--- config.mk ---
export PLATFORM = sky130hd
export DESIGN_NAME = alu_hazard_ctrl
export DESIGN_NICKNAME = d
export VERILOG_FILES = /design/src/rtl/alu_hazard_ctrl.sv
export SDC_FILE = /design/constraint.sdc
export NUM_CORES = 1
export LEC_CHECK = 0
export CORE_MARGIN = 10
export CORE_UTILIZATION = 44
export DETAILED_ROUTE_END_ITERATION = 8
export GPL_TIMING_DRIVEN = 0
export PLACE_DENSITY_LB_ADDON = 0.08
export SLEW_MARGIN = 5
export SYNTH_ARGS = -nofsm -noshare
export SYNTH_HDL_FRONTEND = slang
export SYNTH_SLANG_ARGS = --single-unit
--- constraint.sdc ---
create_clock -name clk -period 2.23 [get_ports clk]
set_clock_uncertainty 0.05 [all_clocks]
set_input_delay 0.446 -clock clk [delete_from_list [all_inputs] [get_ports clk]]
set_output_delay 0.446 -clock clk [all_outputs]
set_load 0.02 [all_outputs]
--- src/rtl/alu_hazard_ctrl.sv ---
// Hazard and forwarding controller around the ALU stage: tracks in-flight writes,
// stalls decode on load-use and produces registered operand-forwarding selects.
module alu_hazard_ctrl #(
  parameter int ADR_W = 3,
  parameter int CNT_W = 8
) (
  input  logic             clk,
  input  logic             reset,
  input  logic             dec_valid,
  input  logic [ADR_W-1:0] dec_regA_adr,
  input  logic [ADR_W-1:0] dec_regB_adr,
  input  logic             dec_useA,
  input  logic             dec_useB,
  input  logic             dec_we,
  input  logic [ADR_W-1:0] dec_destReg_adr,
  input  logic             dec_is_load,
  output logic             stall,
  output logic             bubble,
  output logic [1:0]       fwdA_sel,
  output logic [1:0]       fwdB_sel,
  output logic [1:0]       inflight_cnt,
  output logic [CNT_W-1:0] stall_cycles
);

  typedef struct packed {
    logic             valid;
    logic [ADR_W-1:0] adr;
    logic             is_load;
  } entry_t;

  typedef enum logic [1:0] {
    FWD_RF  = 2'b00,
    FWD_MEM = 2'b01,
    FWD_WB  = 2'b10
  } fwd_e;

  // Index 0 = ALU stage, 1 = MEM stage, 2 = WB stage.
  entry_t           sb_q [3];
  entry_t           e0_d;
  logic [2:0]       match_a;
  logic [2:0]       match_b;
  fwd_e             fwd_a_d, fwd_a_q;
  fwd_e             fwd_b_d, fwd_b_q;
  logic [CNT_W-1:0] stall_cnt_d, stall_cnt_q;

  always_comb begin
    for (int i = 0; i < 3; i++) begin
      match_a[i] = dec_valid & dec_useA & sb_q[i].valid & (sb_q[i].adr == dec_regA_adr);
      match_b[i] = dec_valid & dec_useB & sb_q[i].valid & (sb_q[i].adr == dec_regB_adr);
    end
  end

  // Only a load sitting in the ALU stage is too late to bypass; one cycle later it
  // reaches MEM and the WB-stage bypass covers it.
  assign stall  = ~reset & (match_a[0] | match_b[0]) & sb_q[0].is_load;
  assign bubble = stall;

  function automatic fwd_e pick_fwd(input logic [2:0] match);
    // WB-stage producer needs no bypass: the register file writes before it reads.
    if (match[0])      return FWD_MEM;
    else if (match[1]) return FWD_WB;
    else               return FWD_RF;
  endfunction

  always_comb begin
    fwd_a_d = stall ? FWD_RF : pick_fwd(match_a);
    fwd_b_d = stall ? FWD_RF : pick_fwd(match_b);
    e0_d    = '{valid: dec_valid & dec_we & ~stall,
                adr: dec_destReg_adr,
                is_load: dec_is_load};
    stall_cnt_d = stall_cnt_q;
    if (stall && (stall_cnt_q != '1)) stall_cnt_d = stall_cnt_q + 1'b1;
  end

  // NOTE: every register here uses <= so all stages shift from the same pre-edge values.
  always_ff @(posedge clk) begin
    if (reset) begin
      for (int i = 0; i < 3; i++) sb_q[i] <= '0;
      fwd_a_q     <= FWD_RF;
      fwd_b_q     <= FWD_RF;
      stall_cnt_q <= '0;
    end else begin
      sb_q[2]     <= sb_q[1];
      sb_q[1]     <= sb_q[0];
      sb_q[0]     <= e0_d;
      fwd_a_q     <= fwd_a_d;
      fwd_b_q     <= fwd_b_d;
      stall_cnt_q <= stall_cnt_d;
    end
  end

  assign fwdA_sel     = fwd_a_q;
  assign fwdB_sel     = fwd_b_q;
  assign stall_cycles = stall_cnt_q;
  assign inflight_cnt = {1'b0, sb_q[0].valid} + {1'b0, sb_q[1].valid} + {1'b0, sb_q[2].valid};

endmodule

* Word-level counts from Yosys, hierarchy flattened
Memory sizes are Yosys's and may differ from the RTL's.
Index checks and enable logic that the tools add are counted.
** Cells by class
- Add/sub/neg operators :: 3
- $mul :: 0
- Divide/modulo/power cells :: 0
- Order comparisons :: 0
- Eq/ne operators :: 5
- Shift-type cells :: 0
- Multiplexer cells :: 10
- Bitwise gates (word level) :: 20
- Reductions and logical operators :: 4
** Operators by type and width (number)
- $mux 5 :: 3
- $and 1x1->1 :: 14
- $eq 3x3->1 :: 4
- $add 8x1->8 const B :: 1
- $ne 8x8->1 const B :: 1
- $reduce_or 3->1 :: 2
- $mux 1 :: 5
- $mux 2 :: 2
- $or 1x1->1 :: 4
- $add 1x1->2 :: 1
- $add 2x1->2 :: 1
- $not 1->1 :: 2
- $reduce_or 2->1 :: 1
- $logic_and 1x1->1 :: 1
** Word-level totals
- Register bits :: 12
- Latch bits :: 0
- Bits in writable memories :: 15
- Bits in read-only memories :: 0
- Output and inout bits :: 16
- Memories kept :: 1
** Memories
- sb_q :: words 3, bits a word 5, rd ports 3, clocked after Yosys merged registers in 0, wr ports 3, RTL line 38 : entry_t sb_q [3];

* Depth between registers and ports, before layout
Gate-level depths: netlist (run 1).
- Depth after elaboration :: 9
- Gate-level depth with buffers :: 6
- Mapped depth without buffers :: 6

* Worst setup path before layout (run 1)
No wires, ideal clock.
- Path type :: input port to output port
- Start :: input port dec_regA_adr[2]
- End :: output port stall
- Data arrival time :: 1.845 ns
- Required time :: 1.734 ns
- Slack :: -0.111 ns
- Cell stages on the path :: 5
- Path buffers :: 1
- Path through :: xor2_1 > nor4_4 > o21a_2 > nor2b_1 > buf_4
** Between the ends
- Word-level cells in the longest chain between the ends :: 5
** RTL lines
- start: declaration :: RTL line 10 : input logic [ADR_W-1:0] dec_regA_adr,
- $eq 3x3->1 :: RTL line 48 : match_a[i] = dec_valid & dec_useA & sb_q[i].valid & (sb_q[i].adr == dec_regA_adr);
- $and 1x1->1 :: RTL line 48
- $or 1x1->1 :: RTL line 55 : assign stall = ~reset & (match_a[0] | match_b[0]) & sb_q[0].is_load;
- $and 1x1->1 (2 in a row) :: RTL line 55
- end: declaration :: RTL line 17 : output logic stall,
Every way passes these cells.

* Final worst setup path (run 1)
- Start :: input port dec_regA_adr[0]
- End :: output port stall
The elaborated chain is that of the path after synthesis.

==> impl_metrics.tcl, run 1 <==
set metrics [dict create \
    cp_slowest_cell "dlygate4sd2_1" \
    wl_mm 2.303 \
    vias_per_cell 5.072 \
    grt_pass1_wl_mm 4.002 \
    placementRows 17 \
    syn_avg_cell_area_um2 9.872 \
    clockBufferDepth 2 \
    reg2reg_depth 7 \
    crit-reg2reg-launch "sb_q[0][1]" \
    diodes 0 \
    synth_area_leaders "dfxtp_1 45%, xor2_1 9.8%, nor2b_1 6.3%" \
    worst_path_most_repeated_cell "buf_6" \
    start_util_pct 45.50 \
    clk_root_buffer_cell "clkbuf_4" \
    synth_top_area_share_pct 44.61 \
    min_to "sb_q[0][4]" \
    die-height_um 67.37 \
    met2_length_mm 1.207 \
    hold_start "dec_valid" \
    die-area_mm2 0.004538 \
    min_path_cells 3 \
    period_share_pct 99.90 \
    grt_max_degree 14 \
    numCtsBuffers 3 \
    die_w_um 67.37 \
    gp_congestion 0.7742 \
    grt_util_all_layers_pct 11.21 \
    status "finished, final reports clean" \
    slowest_delay_ns 0.28 \
    worst_setup_path_end_kind "output pin" \
    fillers 192 \
    hold_violations 0 \
    clk_pin_slew_ns 0.11 \
    ant_nets 0 \
    yosysSeqAreaShare_pct 44.61 \
    cts_sinks 22 \
    finalCriticalPeriod_ns 2.228 \
    rsz0062_at_grt "true" \
    ys_async_sr_fraction_pct 0 \
    setup_tns_ns 0 \
    core_mm2 0.002170 \
    switching_share_pct 21.29 \
    wl_per_cell_um 13.79 \
    ys_seq_elements 22 \
    drc 0 \
    intPower_uw 621.7 \
    seq_power_share_pct 52.0 \
    maxSlewViolCount 0 \
    wl_met3_um 132 \
    tightest_slew_ns 0.4343 \
    leakage_uw 0.0005567 \
    slew_headroom_pct 71.05 \
    maxCapViolations 0 \
    grt_pass1_vias 917 \
    path_class "in2out" \
    nets 158 \
    dp_slack_ns -0.9555 \
    final_cells 167 \
    cp-start-kind "primary input" \
    ys.flop_type "dfxtp_1" \
    pwr-share-comb_pct 9.8 \
    top_layer "met4" \
    wl_met1_um 934 \
    timing.rr.end "stall_cycles[5]" \
    setup_violations 0 \
    clkPwrFrac_pct 38.2 \
    area_growth_syn_to_layout_pct 48.80 \
    yosysUniqueCellTypes 28 \
    postSynthCellCount 100 \
    final_common_cell "dfxtp_1" \
    critPathRequiredTime_ns 1.73 \
    fmax_mhz 448.9 \
    ir_drop_v 0.0004095 \
    htree_num_levels 1 \
    portBuffers 31 \
    path_cells "dlygate4sd2_1, xor2_2, nor4_4, o21a_2, nor2b_4, buf_6, buf_6" \
    clock_latency_ns 0.31 \
    arrival_ns 1.73 \
    worstHoldPathType "in2reg" \
    dp_cells 159 \
    cp_max_fo 2 \
    synthesis.area_um2 987.2 \
    vias 847 \
    layout_common_cells "20 x dfxtp_1, 19 x clkdlybuf4s50_1, 9 x nor2b_1, 8 x dlygate4sd2_1, 7 x nor2_1" \
    place_hpwl_mm 1.732 \
    dr.pass1.iters 4 \
    netSwitchingPower_uw 168.2 \
    drtIter0Drc 21 \
    drive_above_1_share_pct 20.14 \
    yosysWarningCount 0 \
    overflow 0 \
    cts_tree "built" \
    setup_ws_ns 0.002190 \
    synth_nets 118 \
    antenna_found_initial 0 \
    r2r_slack_ns 0.35 \
    whs_ns 0.3644 \
    synth_top_area_cell "dfxtp_1" \
    powerDensity_mw_per_mm2 537.7 \
    synth_edf_count 0 \
    ioPinCount 32 \
]
[metal layers]
| layer | global-route usage [%] | vias up |
|---|---|---|
| li1 | - | 421 |
| met1 | 11.41 | 404 |
| met5 | 0 | - |
| met3 | 2.645 | 4 |
| met2 | 20.73 | 18 |
| met4 | 5.897 | 0 |
[logic make-up (layout without fill, tap and decap cells)]
family,Yosys count,after routing,synth area share (%)
AND/OR/NAND/NOR,43,43,27.12
flip-flops,22,22,44.61
AO/OA/AOI/OAI,13,13,9.759
XOR/XNOR,13,13,11.53
buffers and inverters,6,45,2.662
adder cells (fa/ha/maj),2,2,3.295
multiplexers,1,1,1.014
[critical path, delay by kind of cell]
family          cells  cell delay [ns]
xor+xnor            1             0.17
compound gates      1             0.20
simple gates        2             0.43
buf+inv             3             0.48
[through the flow]
stage / utilization, % / power [uW] / area (um2)
after floorplan: - / 453.4 / 989.7
after global placement: 61.53 / 493.3 / 1335
after detailed placement: 61.53 / 494.6 / 1335
after CTS: 67.13 / 800.7 / 1456
after global routing: 67.70 / 825.0 / 1469
final: 67.70 / 789.8 / 1469
[worst max path at each step]
stage / startpoint / endpoint / slack (ns) / cells after the start
floorplan: dec_regA_adr[2] / stall / 0.02 / 5
global placement: dec_regA_adr[2] / stall / -0.94 / 7
detailed placement: dec_regA_adr[2] / stall / -0.96 / 7
CTS: sb_q[0][1] / stall / 0.005 / 6
global route: sb_q[0][1] / stall / -0.1 / 6
finish: dec_regA_adr[0] / stall / 0.002 / 7
[power by group through the flow]
stage,logic [uW],clock network [uW],registers [uW]
global route,84.6,328,412
detailed placement,77.2,0,417
global placement,76.5,0,417
CTS,77.8,312,411
floorplan,37.4,0,416
finish,77.4,302,411
[sequential cells by signal (all words and copies together), names as in the netlist]
| register | cells |
|---|---|
| sb_q | 10 |
| stall_cycles | 8 |
| fwdB_sel | 2 |
| fwdA_sel | 2 |
[synth_stat cells, types with 2 or more instances]
| cell | instances |
|---|---|
| dfxtp_1 | 22 |
| xor2_1 | 11 |
| nor2b_1 | 10 |
| nor2_1 | 7 |
| a21oi_1 | 5 |
| nand3_1 | 5 |
| nor3_1 | 5 |
| or3_1 | 4 |
| inv_1 | 3 |
| nand2_1 | 3 |
| o21ai_0 | 3 |
| clkbuf_1 | 2 |
| nand4_1 | 2 |
| nor3b_1 | 2 |
| nor4_4 | 2 |
| xnor2_1 | 2 |
[what timing repair did]
item                                    in CTS  in global routing
setup buffers                                3                  1
gates resized for setup                     33                  4
gates cloned                                 0                  0
hold buffers                                 0                  0
endpoints found under the setup margin       3                  2
pin swaps                                    3                  2
[layout make-up]
class	instances	area [um2]	share of cell area, %
clock inverters	1	30.03	2.044
flip-flops and latches	22	445.4	30.32
well taps	28	35.03	2.385
clock buffers	3	22.52	1.533
repair buffers	35	321.6	21.89
multi-input cells	72	583.1	39.69
inverters	3	11.26	0.7666
plain buffers	3	20.02	1.363
(Power assumes the default switching activity.)
==> run 2, diff against run 1 <==
--- a/config.mk
+++ b/config.mk
@@ -7,6 +7,7 @@
 export LEC_CHECK = 0
 export CORE_MARGIN = 10
 export CORE_UTILIZATION = 44
+export CTS_CLUSTER_DIAMETER = 150
 export DETAILED_ROUTE_END_ITERATION = 8
 export GPL_TIMING_DRIVEN = 0
 export PLACE_DENSITY_LB_ADDON = 0.08
==> results of run 2 <==
Final layout, timing and power as in run 1 (identical DEF).
==> run 3, diff against run 2 <==
--- a/config.mk
+++ b/config.mk
@@ -5,7 +5,6 @@
 export SDC_FILE = /design/constraint.sdc
 export NUM_CORES = 1
 export LEC_CHECK = 0
-export CORE_MARGIN = 10
 export CORE_UTILIZATION = 44
 export CTS_CLUSTER_DIAMETER = 150
 export DETAILED_ROUTE_END_ITERATION = 8
==> impl_metrics.tcl, run 3 (synthesis results as in run 1) <==
set metrics [dict create \
    status "finished, final reports clean" \
    placementRows 16 \
    setup_ws_ns 0.02327 \
    drc 0 \
    ir_drop_v 0.0005208 \
    ioPinCount 32 \
    arrival_ns 1.71 \
    htree_num_levels 1 \
    cts_hold_buf 0 \
    largest_register_ffs 10 \
    whs_ns 0.4683 \
    core_mm2 0.002042 \
    portBuffers 31 \
    final_common_cell "clkdlybuf4s50_1" \
    setup_violations 0 \
    dp_slack_ns -0.9492 \
    finalCoreUtilization_pct 70.96 \
    grt_pass1_vias 777 \
    leakage_uw 0.0005482 \
    nets 159 \
    drive_above_1_share_pct 20.86 \
    vias 848 \
    path_class "reg2out" \
    ant_nets 0 \
    grt_util_all_layers_pct 19.14 \
    cp-start-kind "flop" \
    hold_violations 0 \
    powerDensity_mw_per_mm2 461.5 \
    wl_mm 2.050 \
    cp_max_fo 3 \
    slew_headroom_pct 70.59 \
    numCtsBuffers 3 \
    worstHoldPathType "reg2reg" \
    top_register "sb_q" \
    fmax_mhz 453.2 \
    period_share_pct 98.96 \
    die_w_um 49.37 \
    vias_per_cell 5.108 \
    maxSlewViolCount 0 \
    layout_common_cells "19 x clkdlybuf4s50_1, 18 x dfxtp_1, 9 x nor2b_1, 8 x dlygate4sd2_1, 7 x nor2_1" \
    critPathRequiredTime_ns 1.73 \
    dp_cells 158 \
    clk_pin_slew_ns 0.11 \
    maxCapViolations 0 \
    tightest_slew_ns 0.4411 \
    die-area_mm2 0.002437 \
    drtIter0Drc 12 \
    grt_pass1_wl_mm 3.532 \
    grt_max_degree 12 \
    start_util_pct 48.35 \
    cts_sinks 22 \
    diodes 0 \
    die-height_um 49.37 \
    dr.pass1.iters 4 \
    gp_congestion 0.7489 \
    clk_root_buffer_cell "clkbuf_4" \
    min_path_cells 1 \
    overflow 0 \
    final_cells 166 \
    rsz0062_at_grt "true" \
    clock_latency_ns 0.31 \
    worst_setup_path_end_kind "output pin" \
    antenna_found_initial 0 \
    finalCriticalPeriod_ns 2.207 \
    clockBufferDepth 2 \
    cts_tree "built" \
    wl_per_cell_um 12.35 \
    reg2reg_depth 7 \
    area_growth_syn_to_layout_pct 46.77 \
]
run 3: per-layer routing:
layer,share of wire (%),GRT usage (%)
met1,43,24.27
met2,48,30.37
met3,6.0,3.115
met4,2.5,11.27
met5,0,0
run 3: path summary, 6_finish.rpt:
check,start,to,slack (ns)
worst max-delay path,sb_q[0][1],stall,0.02
worst min register to register,sb_q[0][9],sb_q[0][14],0.47
worst min-delay path,sb_q[0][9],sb_q[0][14],0.47
worst max register to register,sb_q[0][1],stall_cycles[5],0.35
run 3: where the power goes:
group	internal (uW)	switching [uW]	total [uW]
registers	401	10.0	411
logic	40.1	38.2	78.3
clock network	63.2	116	180
total	504	165	669
run 3: repair_timing:
| action | in CTS | in global routing |
|---|---|---|
| buffers inserted | 3 | 2 |
| resized for setup | 29 | 8 |
| pin swaps | 3 | 3 |
| endpoints found under the setup margin | 3 | 2 |
run 3: area by class of cell:
type	instances	area [um2]
Fill cell	173	593.1
Multi-Input combinational cell	72	583.1
Sequential cell	22	447.9
Timing Repair Buffer	36	334.1
Tap cell	27	33.78
Clock buffer	3	22.52
Buffer	3	16.27
Inverter	3	11.26
run 3: through the flow:
stage	setup TNS [ns]	instance area (um2)	power [uW]
2_1_floorplan	0	989.7	453.4
3_3_place_gp	-2.038	1334	493.0
3_5_place_dp	-2.115	1334	494.0
4_1_cts	0	1416	666.3
5_1_grt	-0.06425	1449	696.5
6_report	0	1449	668.6
run 3: worst max-delay path: stages (launching register included):
cell and delay [ns]:
dfxtp_2 0.37, xor2_2 0.19, nor4_4 0.31, o21a_2 0.18, nor2b_4 0.14, buf_4 0.11
buf_6 0.10
